===== src/rtl/serial_subtractor_if.sv =====
// Interface for the bit-serial subtractor: the controller side launches work with
// start/A/B and collects busy/done/Diff_out.
interface serial_subtractor_if #(
  parameter int WIDTH = 8
);
  // Handshake: the subtractor accepts start (and captures A/B) only while idle,
  // on the rising edge where start is high. busy stays high for exactly WIDTH
  // cycles after that. done pulses for one cycle with Diff_out already updated.
  // Any start seen while busy or done is high is dropped, not queued.
  logic             start;
  logic [WIDTH-1:0] A;
  logic [WIDTH-1:0] B;
  logic             busy;
  logic             done;
  logic [WIDTH:0]   Diff_out;
  logic [1:0]       dbg_state;

  modport master (output start, A, B, input busy, done, Diff_out, dbg_state);
  modport slave  (input start, A, B, output busy, done, Diff_out, dbg_state);
endinterface


===== src/rtl/serial_subtractor.sv =====
// Bit-serial unsigned subtractor: one full-subtractor cell with a registered borrow,
// LSB first, producing Diff_out = {A < B, A - B} WIDTH+1 cycles after start.
module serial_subtractor #(
  parameter int WIDTH = 8
) (
  input  logic               clk,
  input  logic               reset,
  serial_subtractor_if.slave bus
);
  localparam int CW = $clog2(WIDTH + 1);

  typedef enum logic [1:0] {
    IDLE = 2'd0,
    RUN  = 2'd1,
    DONE = 2'd2
  } state_t;

  state_t           state;
  state_t           state_nxt;
  logic [WIDTH-1:0] shift_a;
  logic [WIDTH-1:0] shift_b;
  logic             borrow;
  logic [CW-1:0]    cnt;
  logic [WIDTH:0]   diff_out;

  logic a_bit;
  logic b_bit;
  logic d_bit;
  logic borrow_nxt;
  logic last;

  always_comb begin
    a_bit      = shift_a[0];
    b_bit      = shift_b[0];
    d_bit      = a_bit ^ b_bit ^ borrow;
    borrow_nxt = (~a_bit & b_bit) | (~(a_bit ^ b_bit) & borrow);
    last       = (cnt == CW'(WIDTH - 1));
  end

  always_comb begin
    state_nxt = state;
    case (state)
      IDLE:    if (bus.start) state_nxt = RUN;
      RUN:     if (last) state_nxt = DONE;
      DONE:    state_nxt = IDLE;
      default: state_nxt = IDLE;
    endcase
  end

  // The minuend register doubles as the difference register: each consumed
  // minuend bit frees its slot at the top, where the new difference bit lands.
  always_ff @(posedge clk) begin
    if (reset) begin
      state    <= IDLE;
      shift_a  <= '0;
      shift_b  <= '0;
      borrow   <= 1'b0;
      cnt      <= '0;
      diff_out <= '0;
    end else begin
      state <= state_nxt;
      case (state)
        IDLE: begin
          if (bus.start) begin
            shift_a <= bus.A;
            shift_b <= bus.B;
            borrow  <= 1'b0;
            cnt     <= '0;
          end
        end
        RUN: begin
          shift_a <= {d_bit, shift_a[WIDTH-1:1]};
          shift_b <= shift_b >> 1;
          borrow  <= borrow_nxt;
          cnt     <= cnt + CW'(1);
          // Result is published on entry to DONE so it is valid alongside done.
          if (last) diff_out <= {borrow_nxt, d_bit, shift_a[WIDTH-1:1]};
        end
        default: ;
      endcase
    end
  end

  assign bus.busy      = (state == RUN);
  assign bus.done      = (state == DONE);
  assign bus.Diff_out  = diff_out;
  assign bus.dbg_state = state;
endmodule


===== src/flat_wrapper.sv =====
// flat-port wrapper written by rule: the top's interface ports become plain ports
module serial_subtractor_flat 
#(
  parameter int WIDTH = 8
)
  (clk, reset, bus_start, bus_A, bus_B, bus_busy, bus_done, bus_Diff_out, bus_dbg_state);
  serial_subtractor_if #(.WIDTH(WIDTH)) bus_i ();
  input  logic clk;
  input  logic reset;
  input wire logic [$bits(bus_i.start)-1:0] bus_start;
  input wire logic [$bits(bus_i.A)-1:0] bus_A;
  input wire logic [$bits(bus_i.B)-1:0] bus_B;
  output wire logic [$bits(bus_i.busy)-1:0] bus_busy;
  output wire logic [$bits(bus_i.done)-1:0] bus_done;
  output wire logic [$bits(bus_i.Diff_out)-1:0] bus_Diff_out;
  output wire logic [$bits(bus_i.dbg_state)-1:0] bus_dbg_state;
  assign bus_i.start = bus_start;
  assign bus_i.A = bus_A;
  assign bus_i.B = bus_B;
  assign bus_busy = bus_i.busy;
  assign bus_done = bus_i.done;
  assign bus_Diff_out = bus_i.Diff_out;
  assign bus_dbg_state = bus_i.dbg_state;
  serial_subtractor #(.WIDTH(WIDTH)) u_core (.clk(clk), .reset(reset), .bus(bus_i));
endmodule

===== config.mk =====
export PLATFORM = sky130hd
export DESIGN_NAME = serial_subtractor_flat
export DESIGN_NICKNAME = d
export VERILOG_FILES = /design/src/rtl/serial_subtractor_if.sv /design/src/rtl/serial_subtractor.sv /design/src/flat_wrapper.sv
export SDC_FILE = /design/constraint.sdc
export NUM_CORES = 1
export LEC_CHECK = 0
export ABC_CLOCK_PERIOD_IN_PS = 1700
export BUFFER_PORTS_ARGS = -buffer_cell sky130_fd_sc_hd__buf_2
export CAP_MARGIN = 20
export CORE_AREA = 4 4 60 62
export DETAILED_ROUTE_END_ITERATION = 10
export DIE_AREA = 0 0 64 66
export PLACE_DENSITY = 0.74
export SLEW_MARGIN = 20
export SYNTH_ARGS = -nofsm -noshare
export SYNTH_HDL_FRONTEND = slang
export SYNTH_SLANG_ARGS = --single-unit

===== constraint.sdc =====
create_clock -name clk -period 1.7 [get_ports clk]
set_input_delay 0.255 -clock clk [delete_from_list [all_inputs] [get_ports clk]]
set_output_delay 0.255 -clock clk [all_outputs]
set_load 0.02 [all_outputs]

Word-level counts from Yosys, hierarchy flattened --
Index checks and enable logic that the tools add are counted.
Storage, ports and cells: input port bits 19, logic and storage cells 35, output and inout bits 13, register bits after elaboration 32
Operators by class: eq/ne operators 5, multiplexer cells 11, reductions and logical operators 5, add/subtract/negate cells 1, bitwise logic cells 7
Operators by type and width (count):
- $pmux 8 s2 | 2
- $mux 8 | 2
- $pmux 4 s2 | 1
- $reduce_and 2->1 | 3
- $add 4x1->4 const B | 1
- $eq 4x3->1 const B | 1
- $mux 2 | 2
- $mux 4 | 1
- $pmux 2 s2 | 1
- $and 1x1->1 | 2
- $eq 2x1->1 const B | 1
- $eq 2x2->1 const B | 1
- $logic_not 2->1 | 1
- $ne 2x1->1 const B | 1
- $ne 2x2->1 const B | 1
- $not 1->1 | 2
- $pmux 1 s2 | 1
- $reduce_bool 2->1 | 1
- $xor 1x1->1 | 2
- $mux 1 | 1
- $or 1x1->1 | 1

Longest topological paths before layout --
word-level depth 5, gate-level depth with buffers 7, depth with buffers taken out 4

Worst setup path before layout --
OpenSTA, ideal clock, no wires.
path kind register to output, start point register u_core.state[1], in the netlist u_core.bus.dbg_state[1], end point output bus_done, path slack 0.221 ns, data arrival time 1.224 ns, path buffers 2, cell stages (with the launch flop) 4, required time 1.445 ns, cell sequence dfxtp_1 > buf_6 > clkbuf_1 > nor2b_1
Between the ends: cells in the longest elaborated chain, start to end 1
Ends and longest elaborated chain:
- start: declaration | RTL line serial_subtractor.sv:18 | state_t state;
- start signal: assignment | RTL line serial_subtractor.sv:61 | state <= state_nxt;
- $eq 2x2->1 | RTL line serial_subtractor.sv:85 | assign bus.done = (state == DONE);
- end: declaration | RTL line flat_wrapper.sv:14 | output wire logic [$bits(bus_i.done)-1:0] bus_done;
No other way between the ends.

Worst setup path after layout --
start point register u_core.state[1], in the netlist u_core.bus.dbg_state[1], end point output bus_busy
Between the ends: cells in the longest elaborated chain, start to end 1
Ends and longest elaborated chain:
- $eq 2x1->1 | RTL line serial_subtractor.sv:84 | assign bus.busy = (state == RUN);
- end: declaration | RTL line flat_wrapper.sv:13 | output wire logic [$bits(bus_i.busy)-1:0] bus_busy;
No other way between the ends.

==> results by group <==
Status
  – Outcome: finished, final reports clean

Yosys
  – Mux share of post-synthesis cell area: 0.0194
  – Yosys reg bits: 32
  – XOR/XNOR share of the synthesized area: 0
  – Post-Syn Nets: slightly above 200
  – Number of synthesized flops with an enable pin: 0
  – Post-synthesis adder-cell area fraction: 0.0210
  – Synth Flop Type: dfxtp_1
  – Post-synth ARST share: 0
  – Netlist cell types: 32
  – Synth top area share: 0.414
  – Compound-Gate Fraction of Synth Area: 0.261
  – Average cell area after synthesis: 8.36 µm²
  – Synth Area in Simple Gates: 0.200
  – Cell taking the most area after synthesis: dfxtp_1
  – Largest cells by area after synthesis: dfxtp_1 (41%), a21oi_1 (10%), nor2_1 (6.8%), o221a_2 (6.6%), o31ai_1 (3.9%)
  – Main combinational cell family by area after synthesis: compound AO/OA/AOI/OAI gates
  – Ys Warns: 0
  – Syn Inst Count: 185
  – Sequential share of the synthesized area: 0.414
  – Syn Std Cell Area: between 0.0015 and 0.002 mm²

Placed design
  – IO Port Bufs: 31
  – Post-DP HPWL: ~2500 µm
  – GPL Wtd Cong: between 0.7 and 0.8
  – Pre-CTS setup slack: approximately 0.25 ns

Route
  – First-pass detailed-route iteration total: 4
  – Routed via count: between 1000 and 1500
  – Iter 0 DRT Violations: 87
  – DRC: 0
  – Vias per cell: approximately 5.6
  – WL final: 3700 µm
  – DR WL/cell: 14.3 µm
  – Final ANT Viol Nets: 0

Power
  – Worst IR Drop VDD: between 0.6 and 0.7 mV
  – LEAKAGE: 0.751 nW
  – PwrDens: slightly below 900 mW/mm²

Die
  – Row cnt: 20
  – IO Pins: 32
  – Die width: roughly 64 µm
  – Chip height: 66 µm
  – Die area: around 0.0042 mm²
  – Initial Utilization: 0.511
  – Core box area: between 0.003 and 0.004 mm²

Min path
  – Min-delay src: bus_B[7]
  – Worst Hold Depth: 3
  – HP Class: in -> reg
  – Worst Hold End: u_core.shift_b[7]

GRT
  – Initial antenna violation count: 0
  – First-pass GRT wire length: between 6000 and 7000 µm
  – Largest net degree at the start of global routing: 33
  – Vias in the first global route: between 1000 and 1500
  – Overflow after GRT: 0
  – Tot GR Track Use: 0.197

Timing
  – Worst setup margin: roughly 0.18 ns
  – Final-report setup violation count: 0
  – Final min period: roughly 1.5 ns
  – Layout Skew: approximately 0.0076 ns
  – Achievable Freq: 656 MHz
  – Final Hold Fails: 0
  – RSZ-0062 raised after global routing: false
  – Slew @ Worst Pin: between 0.5 and 0.6 ns
  – Setup TNS: 0 ns
  – Final max-slew violation count: 0
  – Max_slew headroom: 0.600
  – Fin crit share: 0.897

Critical path
  – CP arrival: 1.27 ns
  – Slowest cell on crit path: dfxtp_1
  – Setup CP Type: reg -> out
  – Startpoint Class: flip-flop
  – Crit path max fanout: 15
  – RR Startpoint: u_core.cnt[0]
  – Reg-to-reg slack, setup: 0.28 ns
  – CP peak stage delay: 0.36 ns
  – Worst EP required: 1.44 ns
  – Worst r2r path cells: 4
  – Crit end category: output pin
  – Critical path, cell by cell: nand2b_4 > clkinvlp_4 > buf_2
  – Reg2reg end: u_core.bus.Diff_out[8]
  – CP startpoint: u_core.bus.dbg_state[1]

CTS
  – CTS Buf Count: 5
  – Clock Latency Late Sink: around 0.34 ns
  – Sink Count: 32
  – Clk Tree Root Cell: clkbuf_4
  – Clock slew at reported path FFs: ~0.1 ns
  – Deepest clock path buffer count: 2
  – CTS tree: yes
  – H-tree Lvls: 2

Cells and area
  – Commonest non-fill, non-tap cells in the layout: dfxtp_1 (32), a21oi_1 (31), buf_2 (31)
  – Nets: roughly 240
  – Layout cell share with drive strength beyond 1: 0.284
  – Util after Layout: 0.595
  – Antenna cells: 0
  – Area delta synth->final: 16.6%
  – Most common cell after layout, fill and taps aside: dfxtp_1

Job
  – Max cap viols: 0
-- report_power, final --
part / leakage (nW) / switching, mW / internal (mW)
sequential: 0.262 / 0.0325 / 0.788
clock: 0.0422 / 0.263 / 0.308
combinational: 0.446 / 0.118 / 0.0974
-- critical path: cells and delay by family (launching register included) --
kind | cells | cell delay, ns
buf+inv | 2 | 0.31
flops | 1 | 0.36
simple gates | 1 | 0.26
-- final cells by class --
cell class,count,area (µm²)
Timing Repair Buffer,38,208
Inverter,12,48.8
Multi-Input combinational cell,125,774
Clock buffer,6,41.3
Clock inverter,2,35.0
Sequential cell,32,641
Fill cell,281,1220
Tap cell,44,55.1
-- registers in the layout, summed over array words and instances (netlist names) --
name / count
u_core.bus.Diff_out: 9
u_core.borrow: 1
u_core.shift_b: 8
u_core.bus.dbg_state: 2
u_core.shift_a: 8
u_core.cnt: 4
-- cells by family after synthesis --
logic type,Yosys count
simple gates,61
compound gates,59
flops,32
buf+inv,28
mux,3
fa+ha+maj,2
-- Yosys cell counts (all sizes together), types with 4 or more instances --
| cell type | instances |
|---|---|
| inv | 12 |
| buf | 9 |
| nand2b | 5 |
| or3b | 4 |
| nor2 | 28 |
| nand3 | 10 |
| o31ai | 8 |
| a21oi | 31 |
| dfxtp | 32 |
| o221a | 9 |
| nor3 | 4 |
| clkbuf | 7 |
-- how the worst max path moves through the flow --
stage / endpoint / cells past startpoint
6_report: bus_busy / 3
3_3_place_gp: u_core.shift_a[3] / 4
4_1_cts: bus_busy / 3
5_1_grt: bus_busy / 3
3_5_place_dp: u_core.shift_a[3] / 4
2_1_floorplan: bus_done / 3
-- timing repair --
item,4_1_cts,5_1_grt
resized for setup,1,0
hold buffers,0,0
setup buffers,1,0
endpoints found under the setup margin,1,0
-- layer usage --
| metal | vias to the layer above | track usage | share of wire |
|---|---|---|---|
| met3 | 11 | 0.0578 | 0.054 |
| met1 | 675 | 0.218 | 0.42 |
| met5 | - | 0 | 0 |
| met2 | 45 | 0.339 | 0.49 |
| li1 | 713 | - | - |
| met4 | 0 | 0.108 | 0.029 |
-- stage by stage --
stage          area [µm²]  power [mW]  cells  hold WS [ns]
3_5_place_dp         1720        1.05    250         0.466
3_3_place_gp         1720        1.04    250         0.456
2_1_floorplan        1550       0.987    185         0.427
4_1_cts              1800        1.62    259         0.192
6_report             1800        1.61    259         0.205
5_1_grt              1800        1.69    259         0.228
Power figures use the tool's default switching activity.
